**config.mk**
```make
export PLATFORM = sky130hd
export DESIGN_NAME = apb_controller
export DESIGN_NICKNAME = d
export VERILOG_FILES = /design/src/rtl/apb_controller.sv
export SDC_FILE = /design/constraint.sdc
export NUM_CORES = 1
export LEC_CHECK = 0
export ABC_AREA = 1
export CAP_MARGIN = 20
export CORE_AREA = 2 2 116 118
export DETAILED_ROUTE_END_ITERATION = 8
export DIE_AREA = 0 0 118 120
export GPL_TIMING_DRIVEN = 0
export MAX_ROUTING_LAYER = met4
export PLACE_DENSITY = 0.82
export SYNTH_ARGS = -nofsm -noshare
export SYNTH_HDL_FRONTEND = slang
export SYNTH_SLANG_ARGS = --single-unit
```
**constraint.sdc**
```tcl
create_clock -name Hclk -period 2.4 [get_ports Hclk]
set_input_delay 0.24 -clock Hclk [delete_from_list [all_inputs] [get_ports Hclk]]
set_output_delay 0.24 -clock Hclk [all_outputs]
set_load 0.02 [all_outputs]
```
**src/rtl/apb_controller.sv**
```systemverilog
// -----------------------------------------------------------------------------
// apb_controller
//
// FSM core of an AHB-to-APB bridge. It takes the decoded, pipelined AHB
// transfer information from the AHB slave interface and runs each access
// through the APB SETUP -> ENABLE sequence. It also returns Hreadyout to the
// AHB side, so the AHB master is stalled while an APB access is in SETUP.
//
// Ports
//   Hclk       in   system clock, rising edge
//   Hresetn    in   asynchronous reset, active-high (despite the name)
//   Hwrite     in   current AHB transfer direction (1 = write)
//   valid      in   current AHB transfer is valid and targets the bridge
//   Hwritereg  in   Hwrite registered one cycle
//   Haddr      in   current AHB address
//   Hwdata     in   current AHB write data
//   Haddr1     in   address pipelined one cycle
//   Haddr2     in   address pipelined two cycles
//   Hwdata1    in   write data pipelined one cycle
//   Hwdata2    in   write data pipelined two cycles (reserved, unused)
//   tempselx   in   one-hot APB slave select from the decoder
//   Pwrite     out  APB direction
//   Penable    out  APB enable strobe
//   Hreadyout  out  ready back to the AHB side
//   Pselx      out  APB slave selects
//   Pwdata     out  APB write data
//   Paddr      out  APB address
//   Prdata     out  read data, tied to zero
// -----------------------------------------------------------------------------
module apb_controller (
    input  logic        Hclk,
    input  logic        Hresetn,
    input  logic        Hwrite,
    input  logic        valid,
    input  logic        Hwritereg,
    input  logic [31:0] Haddr,
    input  logic [31:0] Hwdata,
    input  logic [31:0] Haddr1,
    input  logic [31:0] Haddr2,
    input  logic [31:0] Hwdata1,
    input  logic [31:0] Hwdata2,
    input  logic [2:0]  tempselx,
    output logic        Pwrite,
    output logic        Penable,
    output logic        Hreadyout,
    output logic [2:0]  Pselx,
    output logic [31:0] Pwdata,
    output logic [31:0] Paddr,
    output logic [31:0] Prdata
);

    typedef enum logic [2:0] {
        IDLE     = 3'd0,
        WWAIT    = 3'd1,
        READ     = 3'd2,
        WRITE    = 3'd3,
        WRITEP   = 3'd4,
        RENABLE  = 3'd5,
        WENABLE  = 3'd6,
        WENABLEP = 3'd7
    } state_t;

    state_t      r_state;
    logic [31:0] r_paddr;
    logic [31:0] r_pwdata;
    logic        r_pwrite;
    logic        r_penable;
    logic [2:0]  r_pselx;
    logic        r_hreadyout;

    state_t      w_next;
    logic [31:0] w_paddr;
    logic [31:0] w_pwdata;
    logic        w_pwrite;
    logic        w_penable;
    logic [2:0]  w_pselx;
    logic        w_hreadyout;

    // Reserved input: kept on the port list for interface compatibility only.
    logic        w_unused_hwdata2;
    assign w_unused_hwdata2 = ^Hwdata2;

    // Next state and next output values. Outputs hold unless a transition
    // explicitly loads them.
    always_comb begin
        w_next      = r_state;
        w_paddr     = r_paddr;
        w_pwdata    = r_pwdata;
        w_pwrite    = r_pwrite;
        w_penable   = r_penable;
        w_pselx     = r_pselx;
        w_hreadyout = r_hreadyout;

        case (r_state)
            // IDLE and both ENABLE states decide identically: the transfer
            // presented now either starts a read SETUP right away, or parks
            // in WWAIT until the write data phase arrives.
            IDLE, RENABLE, WENABLE: begin
                if (valid && !Hwrite) begin
                    w_next      = READ;
                    w_paddr     = Haddr;
                    w_pwrite    = Hwrite;
                    w_pselx     = tempselx;
                    w_penable   = 1'b0;
                    w_hreadyout = 1'b0;
                end else begin
                    w_next      = valid ? WWAIT : IDLE;
                    w_pselx     = 3'b000;
                    w_penable   = 1'b0;
                    w_hreadyout = 1'b1;
                end
            end
            // Write data is now on Hwdata; the address has moved to Haddr1.
            WWAIT: begin
                w_next      = valid ? WRITEP : WRITE;
                w_paddr     = Haddr1;
                w_pwdata    = Hwdata;
                w_pwrite    = 1'b1;
                w_pselx     = tempselx;
                w_penable   = 1'b0;
                w_hreadyout = 1'b0;
            end
            READ: begin
                w_next      = RENABLE;
                w_penable   = 1'b1;
                w_hreadyout = 1'b1;
            end
            WRITE: begin
                w_next      = valid ? WENABLEP : WENABLE;
                w_penable   = 1'b1;
                w_hreadyout = 1'b1;
            end
            WRITEP: begin
                w_next      = WENABLEP;
                w_penable   = 1'b1;
                w_hreadyout = 1'b1;
            end
            // A transfer was pipelined behind the current write, so its
            // address and data are now two and one stages deep respectively.
            WENABLEP: begin
                w_paddr     = Haddr2;
                w_pselx     = tempselx;
                w_penable   = 1'b0;
                w_hreadyout = 1'b0;
                if (!Hwritereg) begin
                    w_next   = READ;
                    w_pwrite = 1'b0;
                end else begin
                    w_next   = valid ? WRITEP : WRITE;
                    w_pwdata = Hwdata1;
                    w_pwrite = 1'b1;
                end
            end
            default: begin
                w_next      = IDLE;
                w_pselx     = 3'b000;
                w_penable   = 1'b0;
                w_hreadyout = 1'b1;
            end
        endcase
    end

    always_ff @(posedge Hclk or posedge Hresetn) begin
        if (Hresetn) begin
            r_state     <= IDLE;
            r_paddr     <= 32'h0000_0000;
            r_pwdata    <= 32'h0000_0000;
            r_pwrite    <= 1'b0;
            r_penable   <= 1'b0;
            r_pselx     <= 3'b000;
            r_hreadyout <= 1'b1;
        end else begin
            r_state     <= w_next;
            r_paddr     <= w_paddr;
            r_pwdata    <= w_pwdata;
            r_pwrite    <= w_pwrite;
            r_penable   <= w_penable;
            r_pselx     <= w_pselx;
            r_hreadyout <= w_hreadyout;
        end
    end

    assign Paddr     = r_paddr;
    assign Pwdata    = r_pwdata;
    assign Pwrite    = r_pwrite;
    assign Penable   = r_penable;
    assign Pselx     = r_pselx;
    assign Hreadyout = r_hreadyout;
    assign Prdata    = 32'h0000_0000;

endmodule

```
==> run summary <==
Critical Path Fanout Max -> 1
setup ws final -> 0.7377 ns
min cycle time layout -> 1.662 ns
cells on worst reg2reg path -> 9
reg2reg start -> r_state[2]$_DFF_PP0_
CTS max path bufs -> 2
max incr delay on CP -> 0.59 ns
setup TNS -> 0 ns
share of cells above drive strength 1 -> 0.1040
Final Cycle Share -> 0.6926
Pwr per Cell Area -> 1153 mW/mm^2
Crit path buffers/inverters -> 1
Mapped Cells -> 609
Unique masters post-synth -> 19
H-tree Lvls -> 3
vias per cell -> 4.334
antenna cells -> 0
FF+latch area -> 0.001828 mm^2
CP Launch Point -> Hreadyout$_DFF_PP1_
Slew Viols, Final -> 0
mapped cell area -> 0.004173 mm^2
Min-Delay Path Class -> primary input to async pin
Power Total -> 8304 uW
register area share after synthesis -> 0.4381
Core ar. -> 0.01298 mm^2
CTS buffer count -> 9
Max Fclk -> 601.6 MHz
multi-input logic area -> 0.001973 mm^2
GPL Wtd Cong -> 0.7956
Die ar. -> 0.01416 mm^2
first-pass GRT wire length -> 22870 um
setup bufs post-CTS -> 0
Post-CTS Hold Buffers -> 0
die width -> 118 um
Layout area overhead -> 72.59%
Initial Utilization -> 0.3215
Lkg Pwr -> 0.003650 uW
Iteration-0 DRC Markers -> 233
pre-CTS setup slack -> 0.7107 ns
WHS -> 0.2057 ns
Total Wirelength -> 14380 um
drt drc -> 0
Site Rows -> 42
CP Cell Sequence -> clkdlybuf4s50_1
CP startpoint kind -> flip-flop
RSZ-0062 raised after global routing -> no
wire per inst -> 13.44 um
largest net degree at the start of global routing -> 58
post-route ant nets -> 0
IO Count -> 302
Hold Vio Cnt, Final -> 0
final setup fails -> 0
Clock Latency Late Sink -> 0.33 ns
#FFs+latches synth -> 73
first-pass detailed-route iteration total -> 5
maxcap violations -> 0
CP delay by family, top -> buffers and inverters
Mean Syn Cell Area -> 6.852 um^2
arrival time at the worst endpoint -> 1.42 ns
via count -> 4637
Port Buffers -> 237
Reg-to-Reg End -> Paddr[7]$_DFFE_PP0P_
Crit-path slowest cell -> clkdlybuf4s50_1
Crit. End Element -> output pin
total gr overflow -> 0
CP endpoint -> Hreadyout
fillers -> 1237
Ys Warns -> 0
initial antenna violation count -> 0
Final Skew -> 0.002304 ns
CP Data Required Time -> 2.16 ns
CP Depth -> 1
Die Ht -> 120 um
Setup Crit Path Kind -> flip-flop to output pin
dpl hpwl -> 11050 um
worst reg-to-reg setup slack -> 0.79 ns
Clk pin slew, worst setup/hold paths -> 0.06 ns
GRT Util Overall -> 0.2098
Max VDD drop -> 0.0004898 V
CTS-repair resized insts -> 0
CTS tree -> built
CTS sink cnt -> 73
outcome -> finished, final reports clean
number of global-route vias before repair -> 4599
clock tree root buffer cell -> clkbuf_16
Nets -> 1089
[layout by cell type (no fill, tap or decap), types with 2 or more instances in the layout]
cell / n
conb_1: 32
nand2_1: 370
clkinv_2: 2
dfrtp_1: 72
inv_1: 9
inv_2: 3
clkbuf_1: 3
nand4_1: 2
nor2_1: 2
nand3_1: 70
nand3_2: 2
nand2_2: 2
clkdlybuf4s50_1: 237
buf_4: 44
o21ai_0: 2
clkbuf_16: 9
buf_2: 21
nor2_2: 3
[logic make-up (layout without fill, tap and decap cells)]
group | Yosys count | in the layout | share of synthesized area
AO/OA/AOI/OAI | 4 | 4 | 0.007496
buffers and inverters | 79 | 333 | 0.1169
flip-flops | 73 | 73 | 0.4381
other | 1 | 32 | 0.0008987
AND/OR/NAND/NOR | 452 | 452 | 0.4366
[report_power, final]
| part | total (uW) | switching (uW) | internal [uW] |
|---|---|---|---|
| clock | 1320 | 490 | 831 |
| combinational | 4830 | 2790 | 2030 |
| sequential | 2160 | 318 | 1840 |
[state kept, by name (all words and copies together), names as in the netlist]
register	count
Pselx	3
Pwrite	1
Paddr	32
Hreadyout	1
Penable	1
r_state	3
Pwdata	32
[cell usage after synthesis]
| cell type | count | area share |
|---|---|---|
| nor2_1 | 2 | 0.0018 |
| buf_2 | 21 | 0.025 |
| inv_1 | 10 | 0.0090 |
| buf_1 | 1 | 0.00090 |
| nand3_2 | 2 | 0.0048 |
| a21oi_1 | 1 | 0.0012 |
| nand3_1 | 70 | 0.084 |
| buf_4 | 44 | 0.079 |
| nand4_1 | 2 | 0.0030 |
| inv_2 | 3 | 0.0027 |
| conb_1 | 1 | 0.00090 |
| o21ai_0 | 2 | 0.0024 |
| dfstp_2 | 1 | 0.0063 |
| nor2_2 | 3 | 0.0045 |
| nand2_4 | 1 | 0.0027 |
| dfrtp_1 | 72 | 0.43 |
| nand2_2 | 2 | 0.0030 |
| a21oi_4 | 1 | 0.0039 |
| nand2_1 | 370 | 0.33 |
[worst min-delay path by stage]
stage | from | end | depth (start not counted)
finish | Hresetn | Paddr[17]$_DFFE_PP0P_ | 2
global route | Hresetn | Paddr[17]$_DFFE_PP0P_ | 2
detailed placement | Pwdata[28]$_DFFE_PP0P_ | Pwdata[28]$_DFFE_PP0P_ | 2
floorplan | tempselx[0] | Pselx[0]$_DFFE_PP0P_ | 2
global placement | Pwdata[14]$_DFFE_PP0P_ | Pwdata[14]$_DFFE_PP0P_ | 2
CTS | Hresetn | Paddr[17]$_DFFE_PP0P_ | 2
[routing by layer]
layer	share of wire	vias to the layer above	track usage
met4	0.016	0	0.07154
li1	-	2368	-
met1	0.41	2065	0.2325
met2	0.50	184	0.3728
met3	0.071	20	0.04800
met5	0	-	-
[metrics by stage]
| step | cells | instance area, um^2 | utilization |
|---|---|---|---|
| global placement | 1053 | 6882 | 0.5302 |
| global route | 1070 | 7202 | 0.5548 |
| detailed placement | 1054 | 6912 | 0.5325 |
| finish | 1070 | 7202 | 0.5548 |
| floorplan | 640 | 4289 | - |
| CTS | 1070 | 7202 | 0.5548 |
[area by class of cell]
type	instances	share of cell area
Buffer	66	0.06098
Clock buffer	13	0.03475
Clock inverter	3	0.005559
Inverter	13	0.007123
Multi-Input combinational cell	488	0.2740
Sequential cell	73	0.2538
Tap cell	176	0.03058
Timing Repair Buffer	238	0.3332
Note: power is estimated with default switching activity, not from simulation.
